### src/rtl/pipe_stage_pkg.sv
// pipe_stage_pkg
// Shared definitions for the ID/EX skid-buffer stage:
//   - stage_state_e : occupancy-encoded state (EMPTY/ONE/TWO)
//   - default payload and control widths
//   - bit offsets and widths of each field in the ID/EX bundle.
//     The bundle is packed from the LSB upward, with control in the low bits.
package pipe_stage_pkg;

   typedef enum logic [1:0] {
      ST_EMPTY = 2'd0,
      ST_ONE   = 2'd1,
      ST_TWO   = 2'd2
   } stage_state_e;

   // Field widths of the ID/EX bundle.
   localparam int CTRL_FW   = 8;   // RegWrite, MemtoReg, Branch, MemWrite, MemRead, ALUSrc, ALU_op[1:0]
   localparam int RD_FW     = 5;
   localparam int RS2_FW    = 5;
   localparam int RS1_FW    = 5;
   localparam int FUNCT_FW  = 4;
   localparam int IMM_FW    = 64;
   localparam int RS2D_FW   = 64;
   localparam int RS1D_FW   = 64;
   localparam int PC_FW     = 64;

   // Field offsets (LSB position of each field).
   localparam int CTRL_OFF  = 0;
   localparam int RD_OFF    = CTRL_OFF  + CTRL_FW;
   localparam int RS2_OFF   = RD_OFF    + RD_FW;
   localparam int RS1_OFF   = RS2_OFF   + RS2_FW;
   localparam int FUNCT_OFF = RS1_OFF   + RS1_FW;
   localparam int IMM_OFF   = FUNCT_OFF + FUNCT_FW;
   localparam int RS2D_OFF  = IMM_OFF   + IMM_FW;
   localparam int RS1D_OFF  = RS2D_OFF  + RS2D_FW;
   localparam int PC_OFF    = RS1D_OFF  + RS1D_FW;

   // Default widths: the full bundle is 283 bits.
   localparam int PIPE_PAYLOAD_W_DEF = PC_OFF + PC_FW;
   localparam int PIPE_CTRL_W_DEF    = CTRL_FW;

endpackage

### src/rtl/pipe_stage_stats.sv
// pipe_stage_stats
// Saturating 16-bit event counters for the skid stage.
// Ports:
//   clk, rst_n      : clock, asynchronous active-low reset
//   stall_i         : downstream stall this cycle (valid held, not consumed)
//   flush_hit_i     : flush while the stage held at least one entry
//   stall_cnt_o     : stall cycles counted, sticks at 16'hFFFF
//   flush_cnt_o     : effective flushes counted, sticks at 16'hFFFF
module pipe_stage_stats (
   input  logic        clk,
   input  logic        rst_n,
   input  logic        stall_i,
   input  logic        flush_hit_i,
   output logic [15:0] stall_cnt_o,
   output logic [15:0] flush_cnt_o
);

   logic [15:0] stall_q, stall_d;
   logic [15:0] flush_q, flush_d;

   always_comb begin
      stall_d = stall_q;
      flush_d = flush_q;
      if (stall_i && (stall_q != 16'hFFFF)) stall_d = stall_q + 16'd1;
      if (flush_hit_i && (flush_q != 16'hFFFF)) flush_d = flush_q + 16'd1;
   end

   always_ff @(posedge clk or negedge rst_n) begin
      if (!rst_n) begin
         stall_q <= '0;
         flush_q <= '0;
      end else begin
         stall_q <= stall_d;
         flush_q <= flush_d;
      end
   end

   assign stall_cnt_o = stall_q;
   assign flush_cnt_o = flush_q;

endmodule

### src/rtl/pipe_stage_skid.sv
// pipe_stage_skid
// Two-entry skid buffer for the ID/EX pipeline register. Upstream readiness is
// a function of registered state only, so out_ready never reaches in_ready
// combinationally.
//
// Handshake: a transfer happens on a rising edge where valid and ready are
// both 1; valid, once raised, is held with stable data until that transfer;
// ready may change freely and never depends on the same side's valid.
//
// Ports:
//   clk, rst_n            : clock, asynchronous active-low reset
//   flush                 : synchronous discard of all held entries (wins over in_fire)
//   in_valid/in_ready/in_data    : upstream handshake and payload
//   out_valid/out_ready/out_data : downstream handshake and head payload
//   occupancy             : held entries, 0..2
//   dbg_state             : current FSM state
//   stall_cnt, flush_cnt  : present only with PIPE_STAGE_STATS_EN defined
module pipe_stage_skid
   import pipe_stage_pkg::*;
#(
   parameter int PAYLOAD_W = PIPE_PAYLOAD_W_DEF,
   parameter int CTRL_W    = PIPE_CTRL_W_DEF
) (
   input  logic                 clk,
   input  logic                 rst_n,
   input  logic                 flush,
   input  logic                 in_valid,
   output logic                 in_ready,
   input  logic [PAYLOAD_W-1:0] in_data,
   output logic                 out_valid,
   input  logic                 out_ready,
   output logic [PAYLOAD_W-1:0] out_data,
   output logic [1:0]           occupancy,
   output stage_state_e         dbg_state
`ifdef PIPE_STAGE_STATS_EN
   ,
   output logic [15:0]          stall_cnt,
   output logic [15:0]          flush_cnt
`endif
);

   stage_state_e         state_q, state_d;
   logic [PAYLOAD_W-1:0] main_q, main_d;
   logic [PAYLOAD_W-1:0] skid_q, skid_d;
   logic                 in_fire, out_fire;

   assign in_ready  = (state_q != ST_TWO);
   assign out_valid = (state_q != ST_EMPTY);
   assign in_fire   = in_valid & in_ready;
   assign out_fire  = out_valid & out_ready;

   always_comb begin
      state_d = state_q;
      main_d  = main_q;
      skid_d  = skid_q;
      if (flush) begin
         state_d = ST_EMPTY;
      end else begin
         case (state_q)
            ST_EMPTY: begin
               if (in_fire) begin
                  main_d  = in_data;
                  state_d = ST_ONE;
               end
            end
            ST_ONE: begin
               if (in_fire && out_fire) begin
                  main_d = in_data;
               end else if (in_fire) begin
                  skid_d  = in_data;
                  state_d = ST_TWO;
               end else if (out_fire) begin
                  state_d = ST_EMPTY;
               end
            end
            ST_TWO: begin
               if (out_fire) begin
                  main_d  = skid_q;
                  state_d = ST_ONE;
               end
            end
            default: state_d = ST_EMPTY;
         endcase
      end
   end

   always_ff @(posedge clk or negedge rst_n) begin
      if (!rst_n) begin
         state_q <= ST_EMPTY;
         main_q  <= '0;
         skid_q  <= '0;
      end else begin
         state_q <= state_d;
         main_q  <= main_d;
         skid_q  <= skid_d;
      end
   end

   // A bubble must not carry live control bits into EX, since main keeps the
   // last payload after it drains.
   always_comb begin
      out_data = main_q;
      if (!out_valid) out_data[CTRL_W-1:0] = '0;
   end

   assign occupancy = state_q;
   assign dbg_state = state_q;

`ifdef PIPE_STAGE_STATS_EN
   pipe_stage_stats u_stats (
      .clk         (clk),
      .rst_n       (rst_n),
      .stall_i     (out_valid & ~out_ready),
      .flush_hit_i (flush & (state_q != ST_EMPTY)),
      .stall_cnt_o (stall_cnt),
      .flush_cnt_o (flush_cnt)
   );
`endif

endmodule

### config.mk
export PLATFORM = sky130hd
export DESIGN_NAME = pipe_stage_skid
export DESIGN_NICKNAME = d
export VERILOG_FILES = /design/src/rtl/pipe_stage_pkg.sv /design/src/rtl/pipe_stage_stats.sv /design/src/rtl/pipe_stage_skid.sv
export SDC_FILE = /design/constraint.sdc
export NUM_CORES = 1
export LEC_CHECK = 0
export CELL_PAD_IN_SITES_DETAIL_PLACEMENT = 2
export CELL_PAD_IN_SITES_GLOBAL_PLACEMENT = 2
export CORE_MARGIN = 10
export CORE_UTILIZATION = 30
export CTS_CLUSTER_DIAMETER = 200
export DETAILED_ROUTE_END_ITERATION = 8
export GPL_TIMING_DRIVEN = 0
export PLACE_DENSITY_LB_ADDON = 0.1
export SYNTH_ARGS = -nofsm -noshare
export SYNTH_HDL_FRONTEND = slang
export SYNTH_HIERARCHICAL = 1
export SYNTH_SLANG_ARGS = --single-unit
export TNS_END_PERCENT = 20
### constraint.sdc
create_clock -name clk -period 1.7 [get_ports clk]
set_input_delay 0.34 -clock clk [delete_from_list [all_inputs] [get_ports clk]]
set_output_delay 0.34 -clock clk [all_outputs]
set_load 0.02 [all_outputs]
== Yosys cells after proc, flatten, opt, wreduce, memory -nomap -nowiden ==
Index checks and enable logic that the tools add are counted.

* Register bits: 568
* Bits in latches: 0
* Bits in writable memories: 0
* Memory bits (read-only): 0
* Bits of input ports: 288
* Memories kept: 0

* Add/sub/neg operators: 0
* Multipliers: 0
* Div/mod/pow operators: 0
* Magnitude comparators: 0
* Eq/ne operators: 10
* Shifts and indexed selects: 0
* Muxes and demuxes: 12
* Bitwise operators: 4
* Reduce and logical (&&, ||, !) cells: 7

{| class="wikitable"
|+ Operator list
! cell !! number
|-
| 2-to-1 mux 283 bit || 3
|-
| case mux 283 bit (3 select lines) || 1
|-
| 2-to-1 mux 2 bit || 6
|-
| inequality test 3 bit (second input constant) || 3
|-
| 2-to-1 mux 8 bit || 1
|-
| inequality test 2 bit (second input constant) || 4
|-
| AND reduction 4 bit || 2
|-
| case mux 2 bit (3 select lines) || 1
|-
| AND reduction 5 bit || 1
|-
| inequality test 4 bit (second input constant) || 1
|-
| nonzero test 3 bit || 1
|-
| bitwise AND 1 bit || 2
|-
| == test 2 x 1 -> 1 bit (second input constant) || 1
|-
| == test 2 bit (second input constant) || 1
|-
| logical NOT 2 bit || 1
|-
| inverter 1 bit || 2
|-
| nonzero test 2 bit || 1
|-
| logical AND 1 bit || 1
|}

== Logic depth before layout (Yosys ltp) ==
Gate-level depths: netlist of run 1.

* Word-level depth: 7
* Mapped depth: 8
* Gate-level depth less buffers: 5

== Worst setup path after synthesis of run 1 ==
OpenSTA, ideal clock, no wires.

* Path kind: register to register
* Start: reg state_q[1] (netlist: dbg_state[1])
* End: reg main_q[100]
* Setup time: 125 ps
* Arrival time: 1667 ps
* Data required time: 1575 ps
* Slack: -92 ps
* Cell stages (with the launch flop): 7
* Path buffers: 2
* Clock period less this slack: 1792 ps
* Cells stage by stage: dfrtp_1 > nor2b_1 > nand2_1 > a21oi_2 > buf_4 > buf_6 > mux2_2

* Word-level cells in the longest chain between the ends: 5

{| class="wikitable"
|+ RTL lines
! element !! line !! text
|-
| start, declared || pipe_stage_skid.sv:42 || <nowiki>stage_state_e state_q, state_d;</nowiki>
|-
| start signal, assigned || pipe_stage_skid.sv:93 || <nowiki>state_q <= state_d;</nowiki>
|-
| inequality test 2 bit or nonzero test 2 bit (tied branches) || pipe_stage_skid.sv:47, pipe_stage_skid.sv:48 ||
|-
| bitwise AND 1 bit (on tied branches) || pipe_stage_skid.sv:49, pipe_stage_skid.sv:50 ||
|-
| logical AND 1 bit || pipe_stage_skid.sv:67 || <nowiki>if (in_fire && out_fire) begin</nowiki>
|-
| inequality test 2 bit (no source line) || n/a ||
|-
| AND reduction 5 bit (no source line) || n/a ||
|-
| end signal, assigned || pipe_stage_skid.sv:94 || <nowiki>main_q <= main_d;</nowiki>
|-
| end, declared || pipe_stage_skid.sv:43 || <nowiki>logic [PAYLOAD_W-1:0] main_q, main_d;</nowiki>
|}

Parallel ways exist; a longest one is shown, timed or not.
A chain may end at the register's enable or synchronous reset.

== Worst setup path after layout of run 1 ==
* Start: reg state_q[1] (netlist: dbg_state[1])
* End: reg main_q[217]

The elaborated chain is that of the path after synthesis.

==> impl_metrics.py, run 1 <==
metrics = {
    "run": {
        "maxCapViolCount": 0,
    },
    "timing": {
        "worst_slew_margin_rel_pct": 55.8,
        "period_needed_ps": 2040,
        "final_min_period_over_clock_period_pct": 120,
        "fmaxAchievable_mhz": 490,
        "final-hold-violation-count": 95,
        "setup_repair_after_global_routing_missed_its_margin": "yes",
        "clock_skew_ps": 23.7,
        "setup_viol_count_final": 856,
        "post-route-worst-setup-slack_ps": -343,
        "minimum_hold_slack_ps": -379,
        "tightestPinTransition_ps": 663,
        "timing.final.max_slew_violations": 0,
    },
    "setup_path": {
        "start_kind": "flop",
        "timing.critical_path.cells": "buf_6 > nor2b_4 > nand2_2 > a21oi_4 > buf_8 > buf_12 > buf_12 > buf_12 > mux2_2",
        "criticalPathCategory": "reg -> reg",
        "cpMaxStageDelayCell": "sky130_fd_sc_hd__dfrtp_2",
        "worst-path-stages": 9,
        "critical_path_max_stage_delay_ps": 430,
        "required_ps": 2190,
        "crit_top_cell": "sky130_fd_sc_hd__buf_12",
        "cp_num_buf_inv": 5,
        "timing.critical_path.fanout_max": 10,
        "cp.arrival_ps": 2530,
        "timing.reg2reg.worst_path_depth": 9,
        "rr_startpoint": "dbg_state[1]",
        "reg2reg_to": "main_q[217]",
        "worst_setup_path_endpoint": "main_q[217]",
        "setup.worst_path.end_class": "flop",
        "reg2reg_slack_ps": -340,
        "crit_family": "buffers and inverters",
        "setup.worst_path.start": "dbg_state[1]",
    },
    "logic_synthesis": {
        "syn_avg_cell_area_sq_um": 11.2,
        "library_cell_with_the_largest_summed_area_after_synthesis": "sky130_fd_sc_hd__dfrtp_1",
        "seq_area_frac_synth_pct": 52.8,
        "syn-num-nets": 2698,
        "syn-instance-count": 2410,
        "yosys.cell_types.count": 20,
        "ys_ff_latch": 568,
        "post_synth_main_area_contributors": "sky130_fd_sc_hd__dfrtp_1, sky130_fd_sc_hd__mux2_2, sky130_fd_sc_hd__nand2_1, sky130_fd_sc_hd__mux2_1, sky130_fd_sc_hd__buf_4",
        "yosys_warnings": 6,
        "synth_top_area_share_pct": 52.8,
        "mappedNetlistArea_sq_um": 26900,
    },
    "layout": {
        "finalNonFillerCells": 4339,
        "layout.filler_cells": 9117,
        "post_route_cells_drive_above_1_share_pct": 28.8,
        "layout_commonest_cell": "sky130_fd_sc_hd__nand2_1",
        "layout_common_cells": "sky130_fd_sc_hd__nand2_1, sky130_fd_sc_hd__dfrtp_1, sky130_fd_sc_hd__buf_4, sky130_fd_sc_hd__clkdlybuf4s50_1, sky130_fd_sc_hd__dlygate4sd2_1",
        "final_nets": 3400,
        "layout-area-overhead-vs-synth_pct": 41.3,
    },
    "floorplanning": {
        "die-width_microns": 320,
        "floorplan.io_pins": 577,
        "placementRows": 109,
        "floorplan.initialDensity_pct": 30.3,
        "design.die.area_sq_um": 102000,
        "chip_height_microns": 320,
        "core_area_sq_um": 88800,
    },
    "pwr": {
        "total_leakage_power_uw": 0.0183,
        "power_density_nw_per_um2": 1190,
        "ir_drop_mv": 0.617,
    },
    "outcome": {
        "outcome": "finished, violations left",
        "failed_checks": "hold timing, setup timing",
    },
    "detailed_routing": {
        "drt_drc_violations_left": 0,
        "first_pass_iteration_count_of_the_detailed_router": 4,
        "drt_first_iter_violations": 642,
        "vias": 19700,
        "route.antenna.remaining_nets": 0,
        "detail_route.wirelength_microns": 99600,
        "avgRoutedWirePerCell_microns": 23.0,
        "drt-vias-per-instance": 4.54,
    },
    "grt": {
        "global_route.usage.total_pct": 18.7,
        "grt_max_degree": 113,
        "antenna_found_initial": 37,
        "global_route_wire_length_before_repair_microns": 146000,
        "grt_pass1_vias": 23000,
        "grt-ovfl-total": 0,
    },
    "clock_network": {
        "clk_pin_slew_worst_paths_ps": 60,
        "tritoncts_clock_tree": "done",
        "clockRootBuffer": "sky130_fd_sc_hd__clkbuf_16",
        "tritoncts_num_sinks": 568,
        "clock_insertion_delay_worst_skew_ps": 610,
        "inserted_clock_buffers": 71,
        "max-clock-path-buffers": 3,
        "cts.htree.levels": 3,
    },
    "min_path": {
        "hold_path_class": "in -> async",
    },
    "placement": {
        "place_congestion": 0.800,
        "placement.setup.worst_slack_ps": -985,
        "numPortBuffers": 576,
        "post-place-cells": 4156,
        "dpl.hpwl_microns": 71800,
    },
}
-- per-layer routing --
layer  up-vias  GRT usage [%]  share of wire, %
li1       8968              -                 -
met1     10100           20.1                37
met2       434           34.2                53
met3       169           6.30               7.2
met4        48           5.66               2.4
met5         -              0              0.31
-- repair_timing --
| item | 4_1_cts | 5_1_grt |
|---|---|---|
| resized for setup | 531 | 82 |
| pin swaps | 2 | 2 |
| gates cloned | 3 | 22 |
| buffers inserted | 16 | 9 |
| endpoints found under the hold margin | 95 | 95 |
| endpoints found under the setup margin | 968 | 968 |
-- stage by stage --
step / util (%) / cell area [sq um] / hold slack, ps / power, uW / setup TNS, ps
final: 42.9 / 38100 / -379 / 45500 / -164910
after global routing: 42.9 / 38000 / -335 / 47900 / -225680
after CTS: 41.8 / 37100 / -242 / 45800 / -208400
after detailed placement: 38.6 / 34300 / 416 / 31500 / -663040
after global placement: 38.5 / 34200 / 466 / 30700 / -
after floorplan: - / 26900 / 44.4 / 25400 / -659
-- Yosys cell counts --
library cell,instances
sky130_fd_sc_hd__nand2_1,851
sky130_fd_sc_hd__dfrtp_1,568
sky130_fd_sc_hd__mux2_2,295
sky130_fd_sc_hd__buf_4,293
sky130_fd_sc_hd__mux2_1,271
sky130_fd_sc_hd__buf_2,57
sky130_fd_sc_hd__buf_6,44
sky130_fd_sc_hd__nor2b_1,10
sky130_fd_sc_hd__clkbuf_1,8
sky130_fd_sc_hd__a21oi_1,2
sky130_fd_sc_hd__nor2_1,2
sky130_fd_sc_hd__a21oi_2,1
sky130_fd_sc_hd__inv_1,1
sky130_fd_sc_hd__inv_2,1
sky130_fd_sc_hd__nand2b_1,1
sky130_fd_sc_hd__nand3b_1,1
sky130_fd_sc_hd__nor3_1,1
sky130_fd_sc_hd__nor3b_2,1
sky130_fd_sc_hd__o21a_1,1
sky130_fd_sc_hd__o22a_1,1
-- power breakdown --
part           switching [uW]  internal (uW)  leakage, uW
Clock                    6050           8490      0.00107
Combinational            5550           6710       0.0104
Sequential               1800          16900      0.00682
Total                   13400          32100       0.0183
-- layout make-up --
type,count,area [sq um],share of cell area (%)
multi-input combinational,1438,10100,26.6
clock buffer,112,2110,5.55
clock inverter,9,75.1,0.197
antenna,14,35.0,0.0920
timing repair buffer,630,6470,17.0
buffer,401,3550,9.33
inverter,2,10.0,0.0263
tap,1165,1460,3.83
sequential,568,14200,37.3
-- worst min-delay path by stage --
stage / startpoint / to / slack [ps] / depth (start not counted)
after global routing: rst_n / main_q[206] / -330 / 1
after floorplan: rst_n / dbg_state[0] / 40 / 0
after CTS: rst_n / main_q[208] / -240 / 1
final: rst_n / main_q[206] / -380 / 1
after detailed placement: rst_n / main_q[206] / 420 / 1
after global placement: skid_q[21] / skid_q[21] / 470 / 1
-- state kept, by name, summed over array words and instances, names as in the netlist --
name,flops
dbg_state,2
main_q,283
skid_q,283
-- kinds of logic (layout without fill, tap and decap cells) --
kind of cell	after synthesis	count (layout)	synth area share (%)
mux	566	566	23.7
buf+inv	404	1154	11.2
flops	568	568	52.8
compound gates	5	5	0.130
simple gates	867	867	12.2
other cells	0	14	0
Note: power is estimated with default switching activity, not from simulation.
==> inputs of run 2 (changes only) <==
Settings changed: CELL_PAD_IN_SITES_DETAIL_PLACEMENT 2 to default, CELL_PAD_IN_SITES_GLOBAL_PLACEMENT 2 to default, CORE_UTILIZATION 30 to 37, PLACE_DENSITY_LB_ADDON 0.1 to default.
==> impl_metrics.py, run 2 (synthesis gave the netlist of run 1 again) <==
metrics = {
    "layout": {
        "fin_area_sq_um": 39800,
        "layout-area-overhead-vs-synth_pct": 47.7,
        "post_route_cells_drive_above_1_share_pct": 42.5,
        "layout_commonest_cell": "sky130_fd_sc_hd__nand2_1",
        "layout_common_cells": "sky130_fd_sc_hd__nand2_1, sky130_fd_sc_hd__dfrtp_1, sky130_fd_sc_hd__buf_4, sky130_fd_sc_hd__mux2_4, sky130_fd_sc_hd__clkdlybuf4s50_1",
        "final_nets": 3437,
        "final_core_utilization_pct": 55.4,
    },
    "detailed_routing": {
        "detail_route.wirelength_microns": 89000,
        "drt_drc_violations_left": 0,
        "first_pass_iteration_count_of_the_detailed_router": 4,
        "avgRoutedWirePerCell_microns": 21.4,
        "vias": 19600,
        "drt-vias-per-instance": 4.71,
        "route.antenna.remaining_nets": 0,
        "drt_first_iter_violations": 841,
    },
    "timing": {
        "period_needed_ps": 2080,
        "setup_repair_after_global_routing_missed_its_margin": "yes",
        "clock_skew_ps": 20.3,
        "timing.final.max_slew_violations": 0,
        "final_min_period_over_clock_period_pct": 123,
        "fmaxAchievable_mhz": 480,
        "minimum_hold_slack_ps": -324,
        "worst_slew_margin_rel_pct": 54.5,
        "post-route-worst-setup-slack_ps": -383,
        "setup_viol_count_final": 631,
        "final-hold-violation-count": 57,
        "tightestPinTransition_ps": 683,
    },
    "grt": {
        "antenna_found_initial": 33,
        "grt_max_degree": 120,
        "grt-ovfl-total": 0,
        "global_route_wire_length_before_repair_microns": 132000,
        "grt_pass1_vias": 21000,
        "global_route.usage.total_pct": 20.1,
    },
    "pwr": {
        "ir_drop_mv": 0.906,
        "total_leakage_power_uw": 0.0195,
        "power_density_nw_per_um2": 1180,
    },
    "min_path": {
        "hold_path_class": "in -> async",
    },
    "floorplanning": {
        "floorplan.initialDensity_pct": 37.5,
        "core_area_sq_um": 71900,
        "floorplan.io_pins": 577,
        "die-width_microns": 290,
        "design.die.area_sq_um": 84000,
        "chip_height_microns": 290,
        "placementRows": 98,
    },
    "clock_network": {
        "tritoncts_clock_tree": "done",
        "clock_insertion_delay_worst_skew_ps": 600,
        "clockRootBuffer": "sky130_fd_sc_hd__clkbuf_16",
        "cts.htree.levels": 3,
        "max-clock-path-buffers": 3,
        "inserted_clock_buffers": 66,
        "tritoncts_num_sinks": 568,
        "clk_pin_slew_worst_paths_ps": 60,
    },
    "placement": {
        "numPortBuffers": 576,
        "dpl-instance-area_sq_um": 34000,
        "dpl.hpwl_microns": 60600,
        "place_congestion": 0.853,
    },
    "setup_path": {
        "start_kind": "flop",
        "setup.worst_path.end_class": "flop",
        "required_ps": 2170,
        "cp.arrival_ps": 2550,
        "reg2reg_slack_ps": -380,
        "timing.critical_path.fanout_max": 8,
        "criticalPathCategory": "reg -> reg",
    },
    "run": {
        "maxCapViolCount": 0,
    },
    "outcome": {
        "outcome": "finished, violations left",
        "failed_checks": "hold timing, setup timing",
    },
}
## run 2: worst max-delay path: stages (launching register included)
cell                      delay [ps]
sky130_fd_sc_hd__dfrtp_2         450
sky130_fd_sc_hd__buf_6           140
sky130_fd_sc_hd__nor2b_4         130
sky130_fd_sc_hd__nand2_2          80
sky130_fd_sc_hd__a21oi_4         180
sky130_fd_sc_hd__buf_12          150
sky130_fd_sc_hd__buf_12          120
sky130_fd_sc_hd__buf_16          160
sky130_fd_sc_hd__buf_12          120
sky130_fd_sc_hd__buf_12          110
sky130_fd_sc_hd__mux2_4          300
## run 2: layer usage
metal	routed length (microns)	vias to the layer above	GRT usage, %
li1	-	9062	-
met3	6090	175	6.87
met5	207	-	0
met4	2960	30	7.78
met2	43700	496	33.8
met1	36100	9843	23.2
## run 2: where the power goes
part           total (uW)  internal (uW)  switching [uW]  leakage [uW]
clock               14000           8270            5740       0.00105
combinational       14300           8660            5670        0.0117
sequential          18700          16900            1870       0.00682
total               47100          33800           13300        0.0195
## run 2: final timing paths
kind	endpoint	cells after the start	from
worst max register to register	main_q[278]	10	dbg_state[1]
worst min-delay path	main_q[274]	1	rst_n
max in group asynchronous	skid_q[160]	4	rst_n
worst max-delay path	main_q[278]	10	dbg_state[1]
worst min register to register	skid_q[45]	1	skid_q[45]
min in group clk	skid_q[62]	2	in_data[62]
## run 2: layout make-up
type | count | area [sq um]
Antenna cell | 19 | 47.5
Buffer | 397 | 3640
Clock buffer | 98 | 2000
Clock inverter | 13 | 135
Fill cell | 6174 | 32100
Inverter | 2 | 12.5
Multi-Input combinational cell | 1438 | 11500
Sequential cell | 568 | 14200
Tap cell | 950 | 1190
Timing Repair Buffer | 676 | 7100
## run 2: per-stage QoR
| stage | TNS (ps) | std cells | power (uW) | worst slack (ps) |
|---|---|---|---|---|
| 2_1_floorplan | -659 | 2410 | 25400 | -4.40 |
| 3_3_place_gp | - | 3936 | 30600 | -27410 |
| 3_5_place_dp | -578420 | 3941 | 31100 | -998 |
| 4_1_cts | -184000 | 4139 | 46300 | -359 |
| 5_1_grt | -222360 | 4158 | 49300 | -444 |
| 6_report | -158420 | 4161 | 47100 | -383 |
## run 2: what timing repair did
| item | CTS | global route |
|---|---|---|
| setup buffers | 54 | 8 |
| endpoints found under the hold margin | 57 | 57 |
| setup endpoints to repair | 856 | 809 |
| pin swaps | 3 | 2 |
| gates cloned | 34 | 11 |
| resized for setup | 649 | 402 |
==> inputs of run 3 (changes only) <==
Settings changed: CAP_MARGIN from default to 0, PLACE_DENSITY_LB_ADDON from default to 0.05, SKIP_CTS_REPAIR_TIMING from default to 1.
==> impl_metrics.py, run 3 (synthesis gave the netlist of run 1 again) <==
metrics = {
    "run": {
        "maxCapViolCount": 0,
    },
    "floorplanning": {
        "die-width_microns": 290,
        "design.die.area_sq_um": 84000,
        "placementRows": 98,
        "core_area_sq_um": 71900,
        "chip_height_microns": 290,
        "floorplan.io_pins": 577,
        "floorplan.initialDensity_pct": 37.5,
    },
    "clock_network": {
        "tritoncts_num_sinks": 568,
        "max-clock-path-buffers": 3,
        "clk_pin_slew_worst_paths_ps": 60,
        "clock_insertion_delay_worst_skew_ps": 600,
        "tritoncts_clock_tree": "done",
        "inserted_clock_buffers": 68,
        "clockRootBuffer": "sky130_fd_sc_hd__clkbuf_16",
        "cts.htree.levels": 3,
    },
    "outcome": {
        "failed_checks": "hold timing, setup timing",
        "outcome": "finished, violations left",
    },
    "timing": {
        "post-route-worst-setup-slack_ps": -362,
        "timing.final.max_slew_violations": 0,
        "final_min_period_over_clock_period_pct": 121,
        "clock_skew_ps": 22.3,
        "period_needed_ps": 2060,
        "fmaxAchievable_mhz": 485,
        "fin_setup_tns_ps": -183130,
        "tightestPinTransition_ps": 650,
        "final-hold-violation-count": 113,
        "setup_viol_count_final": 711,
        "minimum_hold_slack_ps": -491,
        "setup_repair_after_global_routing_missed_its_margin": "yes",
        "worst_slew_margin_rel_pct": 56.7,
    },
    "pwr": {
        "p_clk_share_pct": 31.9,
        "cell_internal_pwr_uw": 33000,
        "seq_power_share_pct": 40.3,
        "power_density_nw_per_um2": 1210,
        "combinational_share_of_power_pct": 27.8,
        "p_sw_share_pct": 28.1,
        "power_switching_uw": 12900,
        "total_leakage_power_uw": 0.0186,
        "ir_drop_mv": 0.743,
    },
    "setup_path": {
        "reg2reg_to": "main_q[108]",
        "crit_family": "buffers and inverters",
        "timing.critical_path.cells": "buf_6 > nand3b_1 > a21oi_4 > buf_12 > buf_6 > clkbuf_16 > buf_12 > mux2_4",
        "start_kind": "flop",
        "cpMaxStageDelayCell": "sky130_fd_sc_hd__dfrtp_2",
        "cp_num_buf_inv": 5,
        "reg2reg_slack_ps": -360,
        "criticalPathCategory": "reg -> reg",
        "cp.arrival_ps": 2530,
        "setup.worst_path.end_class": "flop",
        "rr_startpoint": "dbg_state[0]",
        "timing.critical_path.fanout_max": 7,
        "required_ps": 2170,
        "timing.reg2reg.worst_path_depth": 8,
        "critical_path_max_stage_delay_ps": 450,
    },
    "detailed_routing": {
        "drt_drc_violations_left": 0,
        "vias": 19100,
        "first_pass_iteration_count_of_the_detailed_router": 5,
        "route.antenna.remaining_nets": 0,
        "detail_route.wirelength_microns": 86100,
        "drt_first_iter_violations": 838,
        "avgRoutedWirePerCell_microns": 20.9,
        "drt-vias-per-instance": 4.63,
    },
    "layout": {
        "finalNonFillerCells": 4128,
        "layout_common_cells": "sky130_fd_sc_hd__nand2_1, sky130_fd_sc_hd__dfrtp_1, sky130_fd_sc_hd__buf_4, sky130_fd_sc_hd__clkdlybuf4s50_1, sky130_fd_sc_hd__mux2_1",
        "layout-area-overhead-vs-synth_pct": 40.9,
        "layout_commonest_cell": "sky130_fd_sc_hd__nand2_1",
        "layout.filler_cells": 6391,
        "post_route_cells_drive_above_1_share_pct": 31.0,
        "final_nets": 3400,
    },
    "grt": {
        "global_route_wire_length_before_repair_microns": 125000,
        "global_route.usage.total_pct": 19.2,
        "grt_pass1_vias": 20300,
        "grt_max_degree": 118,
        "antenna_found_initial": 32,
        "grt-ovfl-total": 0,
    },
    "placement": {
        "place_congestion": 0.794,
        "dpl.hpwl_microns": 61800,
        "numPortBuffers": 576,
        "post-place-cells": 3942,
    },
    "min_path": {
        "hold_path_class": "in -> async",
    },
}
[run 3: layout make-up]
cell class / instances / area [sq um] / share of cell area, %
multi-input combinational: 1439 / 10200 / 26.9
antenna: 12 / 30.0 / 0.0791
inverter: 2 / 12.5 / 0.0330
sequential: 568 / 14200 / 37.5
tap: 950 / 1190 / 3.13
clock inverter: 16 / 163 / 0.429
clock buffer: 108 / 2110 / 5.55
buffer: 401 / 3360 / 8.85
timing repair buffer: 632 / 6670 / 17.6
[run 3: how the worst max path moves through the flow]
stage | start | endpoint | slack (ps) | depth (start not counted)
global placement | rst_n | dbg_state[0] | -28210 | 1
CTS | dbg_state[1] | in_ready | -1520 | 5
finish | dbg_state[0] | main_q[108] | -360 | 8
detailed placement | in_valid | skid_q[191] | -1070 | 6
global route | dbg_state[1] | out_data[0] | -410 | 5
floorplan | dbg_state[1] | main_q[100] | -4 | 6
[run 3: routing by layer]
| metal | vias to the layer above | wire (microns) | track usage (%) |
|---|---|---|---|
| met2 | 438 | 43700 | 33.7 |
| met3 | 159 | 6280 | 7.01 |
| li1 | 8991 | - | - |
| met5 | - | 248 | 0 |
| met1 | 9483 | 33500 | 21.4 |
| met4 | 40 | 2350 | 5.88 |
[run 3: through the flow]
stage	area, sq um	utilization (%)	setup slack, ps	total power (uW)	hold WS [ps]
final	37900	52.8	-362	45900	-491
after global routing	37900	52.8	-414	48300	-534
after CTS	36300	50.6	-1520	46000	-533
after detailed placement	34100	47.4	-1070	31100	117
after global placement	33900	47.2	-28210	30700	467
after floorplan	26900	-	-4.40	25400	44.4
[run 3: power by group through the flow]
stage               registers, uW  logic (uW)  clock network (uW)
detailed placement          18700       12400                   0
finish                      18500       12800               14600
floorplan                   18200        7250                   0
global placement            18600       12000                   0
CTS                         18500       12400               15100
global route                18900       13700               15600
